<file path="config.mk">
export PLATFORM = sky130hd
export DESIGN_NAME = riscv_regfile_switch_ctrl
export DESIGN_NICKNAME = d
export VERILOG_FILES = /design/src/rtl/riscv_regfile_switch_ctrl.sv
export SDC_FILE = /design/constraint.sdc
export NUM_CORES = 1
export LEC_CHECK = 0
export BUFFER_PORTS_ARGS = -buffer_cell sky130_fd_sc_hd__clkbuf_2
export CORE_MARGIN = 3
export CORE_UTILIZATION = 46
export CTS_BUF_LIST = sky130_fd_sc_hd__clkbuf_4 sky130_fd_sc_hd__clkbuf_8 sky130_fd_sc_hd__clkbuf_16
export DETAILED_ROUTE_END_ITERATION = 16
export PLACE_DENSITY = 0.84
export SLEW_MARGIN = 20
export SYNTH_ARGS = -nofsm -noshare
export SYNTH_HDL_FRONTEND = slang
export SYNTH_SLANG_ARGS = --single-unit
</file>
<file path="constraint.sdc">
create_clock -name clk -period 3.1 [get_ports clk]
set_input_delay 0.465 -clock clk [delete_from_list [all_inputs] [get_ports clk]]
set_output_delay 0.465 -clock clk [all_outputs]
set_load 0.05 [all_outputs]
</file>
<file path="src/rtl/riscv_regfile_switch_ctrl.sv">
// Handover controller for the dual register file: stalls the core, copies r1..rN from the
// active file into the inactive one, then flips reg_mux_o. Optional read-back check: RF_SWITCH_VERIFY_EN.
module riscv_regfile_switch_ctrl #(
   parameter int   ADDR_WIDTH = 5,
   parameter int   DATA_WIDTH = 32,
   parameter logic RESET_SEL  = 1'b1
) (
   input  logic                  clk,
   input  logic                  rst_n,
   input  logic                  sel_req_i,
   input  logic                  core_idle_i,
   output logic                  reg_mux_o,
   output logic                  stall_o,
   output logic                  en_mpscm_o,
   output logic                  en_orig_o,
   output logic [ADDR_WIDTH-1:0] cp_raddr_o,
   input  logic [DATA_WIDTH-1:0] cp_rdata_i,
   output logic [ADDR_WIDTH-1:0] cp_waddr_o,
   output logic [DATA_WIDTH-1:0] cp_wdata_o,
   output logic                  cp_we_o,
   output logic                  done_o,
   input  logic [DATA_WIDTH-1:0] cp_vrdata_i,
   output logic                  err_o
);

   localparam logic [ADDR_WIDTH-1:0] LAST_ADDR  = {ADDR_WIDTH{1'b1}};
   localparam logic [ADDR_WIDTH-1:0] FIRST_ADDR = ADDR_WIDTH'(1);

`ifdef RF_SWITCH_VERIFY_EN
   typedef enum logic [2:0] {S_IDLE, S_WAIT_IDLE, S_COPY, S_FLUSH, S_VERIFY, S_DONE} state_t;
`else
   typedef enum logic [2:0] {S_IDLE, S_WAIT_IDLE, S_COPY, S_FLUSH, S_DONE} state_t;
`endif

   state_t                state_q, state_d;
   logic                  reg_mux_q, reg_mux_d;
   logic                  target_q, target_d;
   logic [ADDR_WIDTH-1:0] raddr_q, raddr_d;
   logic [ADDR_WIDTH-1:0] waddr_q, waddr_d;
   logic [DATA_WIDTH-1:0] wdata_q, wdata_d;
   logic                  we_q, we_d;
   logic                  done_q, done_d;
`ifdef RF_SWITCH_VERIFY_EN
   logic                  mism_q, mism_d;
   logic                  err_q, err_d;
`endif

   always_comb begin
      state_d   = state_q;
      reg_mux_d = reg_mux_q;
      target_d  = target_q;
      raddr_d   = raddr_q;
      waddr_d   = waddr_q;
      wdata_d   = wdata_q;
      we_d      = 1'b0;
      done_d    = 1'b0;
`ifdef RF_SWITCH_VERIFY_EN
      mism_d    = 1'b0;
      err_d     = err_q | mism_q;
`endif
      case (state_q)
         S_IDLE: begin
            if (sel_req_i != reg_mux_q) begin
               target_d = sel_req_i;
               state_d  = S_WAIT_IDLE;
            end
         end
         S_WAIT_IDLE: begin
            if (core_idle_i) begin
               raddr_d = FIRST_ADDR;
               state_d = S_COPY;
            end
         end
         S_COPY: begin
            // One-stage pipeline: the write of register k appears the cycle after it is read.
            waddr_d = raddr_q;
            wdata_d = cp_rdata_i;
            we_d    = 1'b1;
            if (raddr_q == LAST_ADDR) begin
               raddr_d = '0;
               state_d = S_FLUSH;
            end else begin
               raddr_d = raddr_q + FIRST_ADDR;
            end
         end
         S_FLUSH: begin
`ifdef RF_SWITCH_VERIFY_EN
            raddr_d = FIRST_ADDR;
            state_d = S_VERIFY;
`else
            done_d  = 1'b1;
            state_d = S_DONE;
`endif
         end
`ifdef RF_SWITCH_VERIFY_EN
         S_VERIFY: begin
            // Address 0 marks the drain cycle that folds the last compare into err.
            mism_d = (raddr_q != '0) && (cp_rdata_i != cp_vrdata_i);
            if (raddr_q == '0) begin
               done_d  = 1'b1;
               state_d = S_DONE;
            end else if (raddr_q == LAST_ADDR) begin
               raddr_d = '0;
            end else begin
               raddr_d = raddr_q + FIRST_ADDR;
            end
         end
`endif
         S_DONE: begin
            reg_mux_d = target_q;
            state_d   = S_IDLE;
         end
         default: state_d = S_IDLE;
      endcase
   end

   always_ff @(posedge clk or negedge rst_n) begin
      if (!rst_n) begin
         state_q   <= S_IDLE;
         reg_mux_q <= RESET_SEL;
         target_q  <= RESET_SEL;
         raddr_q   <= '0;
         waddr_q   <= '0;
         wdata_q   <= '0;
         we_q      <= 1'b0;
         done_q    <= 1'b0;
`ifdef RF_SWITCH_VERIFY_EN
         mism_q    <= 1'b0;
         err_q     <= 1'b0;
`endif
      end else begin
         state_q   <= state_d;
         reg_mux_q <= reg_mux_d;
         target_q  <= target_d;
         raddr_q   <= raddr_d;
         waddr_q   <= waddr_d;
         wdata_q   <= wdata_d;
         we_q      <= we_d;
         done_q    <= done_d;
`ifdef RF_SWITCH_VERIFY_EN
         mism_q    <= mism_d;
         err_q     <= err_d;
`endif
      end
   end

   assign reg_mux_o  = reg_mux_q;
   assign stall_o    = (state_q != S_IDLE);
   assign en_mpscm_o = stall_o | ~reg_mux_q;
   assign en_orig_o  = stall_o | reg_mux_q;
   assign cp_raddr_o = raddr_q;
   assign cp_waddr_o = waddr_q;
   assign cp_wdata_o = wdata_q;
   assign cp_we_o    = we_q;
   assign done_o     = done_q;

`ifdef RF_SWITCH_VERIFY_EN
   assign err_o = err_q;
`else
   logic unused_vrdata;
   assign unused_vrdata = ^cp_vrdata_i;
   assign err_o         = 1'b0;
`endif

endmodule

</file>
Yosys cells after proc, flatten, opt, wreduce, memory -nomap -nowiden
Index checks and enable logic that the tools add are counted.
{"block": "word_totals", "reg_bits": 49, "wordCells": 36, "input_bits": 68}
{"block": "classes", "bitwise": 3, "reduce_logical": 6, "n_eq_ne": 9, "muxes": 9, "addsub": 1}
{"operator": "$pmux W3 S4", "count": 1}
{"operator": "$mux W5", "count": 2}
{"operator": "$pmux W5 S2", "count": 1}
{"operator": "$mux W3", "count": 3}
{"operator": "$eq A3 B2 Y1 const B", "count": 2}
{"operator": "$ne A2 B2 Y1 const B", "count": 3}
{"operator": "$add A5 B1 Y5 const B", "count": 1}
{"operator": "$eq A5 B5 Y1 const B", "count": 1}
{"operator": "$reduce_and A2 Y1", "count": 2}
{"operator": "$eq A3 B1 Y1 const B", "count": 1}
{"operator": "$eq A3 B3 Y1 const B", "count": 1}
{"operator": "$logic_not A3 Y1", "count": 1}
{"operator": "$reduce_and A3 Y1", "count": 1}
{"operator": "$reduce_bool A3 Y1", "count": 1}
{"operator": "$mux W1", "count": 2}
{"operator": "$or A1 B1 Y1", "count": 2}
{"operator": "$reduce_bool A2 Y1", "count": 1}
{"operator": "$ne A1 B1 Y1", "count": 1}
{"operator": "$not A1 Y1", "count": 1}

Logic depth before layout (Yosys ltp)
{"block": "depth", "word_depth": 3, "mapped_depth": 6}

Worst setup path before layout
OpenSTA, ideal clock, no wires.
{"block": "synth_path", "kind": "register -> register", "startpoint": "register raddr_q[0] (netlist: cp_raddr_o[0])", "endpoint": "register raddr_q[2] (netlist: cp_raddr_o[2])", "synth_period_minus_slack_ps": 2096, "slack_ps": 1004, "path_buffers": 0, "path_stages_with_launch": 7, "setup_time_ps": 129, "arrival_ps": 1967, "t_required_ps": 2971, "path_cell_list": "dfrtp_1 > ha_1 > and3_1 > ha_1 > or4bb_1 > o2111ai_2 > o31ai_2"}
{"block": "synth_between", "elab_chain_cells": 3}
{"element": "start, declared", "line_no": "38", "text": "logic [ADDR_WIDTH-1:0] raddr_q, raddr_d;"}
{"element": "start signal, assigned", "line_no": "135", "text": "raddr_q <= raddr_d;"}
{"element": "$add A5 B1 Y5 or $eq A5 B5 Y1 (tied branches)", "line_no": "83, 79"}
{"element": "$mux W5 *", "line_no": "79", "text": "if (raddr_q == LAST_ADDR) begin"}
{"element": "$pmux W5 S2 *", "line_no": "61", "text": "case (state_q)"}
Every way passes the cells marked *; elsewhere a longest branch is shown, timed or not.
A chain may end at the register's enable or synchronous reset.

Final worst setup path
{"block": "layout_path", "startpoint": "register state_q[2]", "endpoint": "register raddr_q[0] (netlist: cp_raddr_o[0])"}
{"block": "layout_between", "elab_chain_cells": 3}
{"element": "start, declared", "line_no": "35", "text": "state_t state_q, state_d;"}
{"element": "start signal, assigned", "line_no": "132", "text": "state_q <= state_d;"}
{"element": "$eq A3 B1 Y1 or $eq A3 B2 Y1 (tied branches)", "line_no": "61"}
{"element": "$ne A2 B2 Y1 (no source line) or $reduce_bool A2 Y1 (tied branches)"}
{"element": "$reduce_and A2 Y1 (no source line)"}
Parallel ways exist; a longest one is shown, timed or not.

==> impl_metrics.tcl <==
set metrics [dict create \
    path_class "register to register" \
    rsz0062_at_grt "false" \
    syn_area_per_cell_um2 9.503 \
    via_count 1617 \
    hold_path.class "primary input to asynchronous set/reset pin" \
    portBuffers 83 \
    crit_family "buffers and inverters" \
    dpl.hpwl_um 2937 \
    regToRegStartpoint "state_q[2]$_DFFE_PN0P_" \
    ys_seq_elements 49 \
    crit_arrival_ps 2270 \
    cts-root-buf "clkbuf_8" \
    wl_per_cell_um 12.04 \
    routed_via_density 4.714 \
    drv_slew 0 \
    drt_wl_total_um 4129 \
    cts_buffer_depth 2 \
    cts_num_sinks 49 \
    cts_buffers 5 \
    drtAntennaViolNets 0 \
    cts_hold_buf 0 \
    grt_overflow 0 \
    post-cts-setup-buffers 0 \
    path_depth 5 \
    synth_area_leaders "dfrtp_1 (59%), nand2_1 (22%), dfstp_2 (2.6%)" \
    syn_area_um2 1996 \
    finalHoldViolations 0 \
    gr-usage-all-layers_pct 17.66 \
    crit_fanout 41 \
    skew_ps 1.929 \
    worstMarginPinSlew_ps 727.1 \
    clk_latency_ps 300 \
    cpMaxStageDelayCell "inv_2" \
    synth_fp_nets 280 \
    post_cts_resized 0 \
    r2r_cells 5 \
    synth_top_area_share_pct 58.93 \
    crit-reg2reg-capture "cp_raddr_o[0]$_DFFE_PN0P_" \
    grt_pass1_wl_um 7120 \
    relSlewSlack_pct 51.53 \
    critPathLaunch "state_q[2]$_DFFE_PN0P_" \
    die_h_um 71.87 \
    die_w_um 71.87 \
    cp_slowest_stage_delay_ps 540 \
    drc_errors 0 \
    layout-area-overhead-vs-synth_pct 26.83 \
    fp.coreArea_um2 4086 \
    layout_min_cycle_time_ps 2076 \
    yosys.cell_types.count 32 \
    drtPass1Iterations 4 \
    seq_area_frac_synth_pct 61.57 \
    maxCapViolCount 0 \
    worstSetupEndpoint "cp_raddr_o[0]$_DFFE_PN0P_" \
    initial_core_util_pct 48.84 \
    reg2reg_slack_ps 1020 \
    num_io_pins 117 \
    drive_gt1_share_pct 34.13 \
    die_area_um2 5165 \
    cts_tree "done" \
    synthCells 210 \
    grt_max_degree 42 \
    cts.clk_slew.worst_paths_ps 80 \
    antenna_cells 0 \
    max_freq_mhz 481.6 \
    startpoint_type "register" \
    status "complete, no violations" \
    path_buf_inv 2 \
    drt_iter0_markers 78 \
    htree_levels 2 \
    required_ps 3290 \
    fin_crit_sh_pct 66.98 \
    antenna_found_initial 0 \
    synth_top_area_cell "dfrtp_1" \
    yosysWarnings 0 \
    nNetsFinal 362 \
    gp_congestion 0.7417 \
    end_kind "register" \
    setup-violations-final 0 \
    setup_tns_ps 0 \
    grt_pass1_vias 1599 \
    rows 23 \
    cp_cell_sequence "or3b_1, buf_4, inv_2, o21ai_1, o21a_1" \
]
[cell families after synthesis]
logic type,after synthesis,share of synthesized area [%]
other,1,0.1879
xor gates and xnor gates,1,0.4390
AOI/OAI and AO/OA,12,4.514
muxes,2,1.066
and+or+nand+nor,129,26.33
adders and majority gates,2,1.254
buffers and inverters,14,4.639
DFF,49,61.57
[metrics by stage]
step,utilization (%),setup slack (ps),instances,hold WS [ps],instance area (µm²)
floorplan,-,1004,210,169.4,1996
global placement,59.00,1061,335,458.4,2411
detailed placement,59.00,1017,335,462.4,2411
CTS,61.94,1001,343,218.3,2531
global route,61.94,832.9,343,261.8,2531
finish,61.94,1024,343,208.6,2531
[placed cells by master (no fill, tap or decap)]
master and count:
nor2_1 3, ha_1 2, dfstp_2 2, nand2_1 115, or3b_1 1, inv_1 3, nand3_1 2, o31ai_2 1
mux2i_1 1, clkbuf_8 6, nand3b_1 2, clkbuf_2 83, inv_2 1, buf_4 2, xor2_1 1, and3_1 1
bufinv_16 1, mux2_2 1, o21a_1 1, nor3_1 1, or4bb_1 1, o21ai_1 1, nand2b_1 1, a21oi_1 2
nand4bb_1 1, o2111ai_2 1, conb_1 1, o21ai_0 3, dfrtp_1 47, and2_4 1, o31ai_1 1, a22o_1 2
clkbuf_4 1
[per-layer routing]
| layer | up-vias | part of all wire [%] | GRT usage [%] |
|---|---|---|---|
| met2 | 48 | 50 | 31.63 |
| li1 | 815 | - | - |
| met4 | 0 | 1.7 | 6.889 |
| met1 | 747 | 42 | 20.37 |
| met3 | 7 | 5.8 | 4.067 |
| met5 | - | 0 | 0 |
[synthesized netlist by cell type]
library cell / count
inv_1: 3
nand3b_1: 2
buf_6: 3
xor2_1: 1
o21ai_0: 3
o31ai_2: 1
or3b_1: 1
o21ai_1: 1
o2111ai_2: 1
and3_1: 1
nand4bb_1: 1
a21oi_1: 2
nand2b_1: 1
or4bb_1: 1
buf_2: 2
buf_4: 4
dfrtp_1: 47
ha_1: 2
mux2_2: 1
nand2_1: 115
clkbuf_1: 1
and2_4: 1
nand3_1: 2
mux2i_1: 1
nor3_1: 1
a22o_1: 2
o31ai_1: 1
o21a_1: 1
inv_2: 1
dfstp_2: 2
conb_1: 1
nor2_1: 3
[final cells by class]
| class | instances | area [µm²] |
|---|---|---|
| repair buffers | 85 | 430.4 |
| fillers | 349 | 1555 |
| multi-input cells | 147 | 674.4 |
| flip-flops and latches | 49 | 1229 |
| clock buffers | 7 | 90.09 |
| clock inverters | 1 | 30.03 |
| well taps | 50 | 62.56 |
| inverters | 4 | 15.01 |
[worst min path at each step]
stage | start | to | slack [ps] | depth (start not counted)
2_1_floorplan | rst_n | cp_raddr_o[0]$_DFFE_PN0P_ | 170 | 0
3_3_place_gp | cp_wdata_o[14]$_DFFE_PN0N_ | cp_wdata_o[14]$_DFFE_PN0N_ | 460 | 2
3_5_place_dp | cp_wdata_o[6]$_DFFE_PN0N_ | cp_wdata_o[6]$_DFFE_PN0N_ | 460 | 2
4_1_cts | rst_n | state_q[2]$_DFFE_PN0P_ | 220 | 1
5_1_grt | rst_n | cp_raddr_o[4]$_DFFE_PN0P_ | 260 | 1
6_report | rst_n | state_q[2]$_DFFE_PN0P_ | 210 | 1
[flip-flops by register name, indices dropped and copies added (netlist names)]
| signal | count |
|---|---|
| target_q | 1 |
| state_q | 3 |
| cp_waddr_o | 5 |
| cp_raddr_o | 5 |
| reg_mux_o | 1 |
| cp_we_o | 1 |
| cp_wdata_o | 32 |
| done_o | 1 |
Power is left out: the tool's default activity adds up to more than one toggle a clock period on the data nets, which glitch-free logic cannot reach.
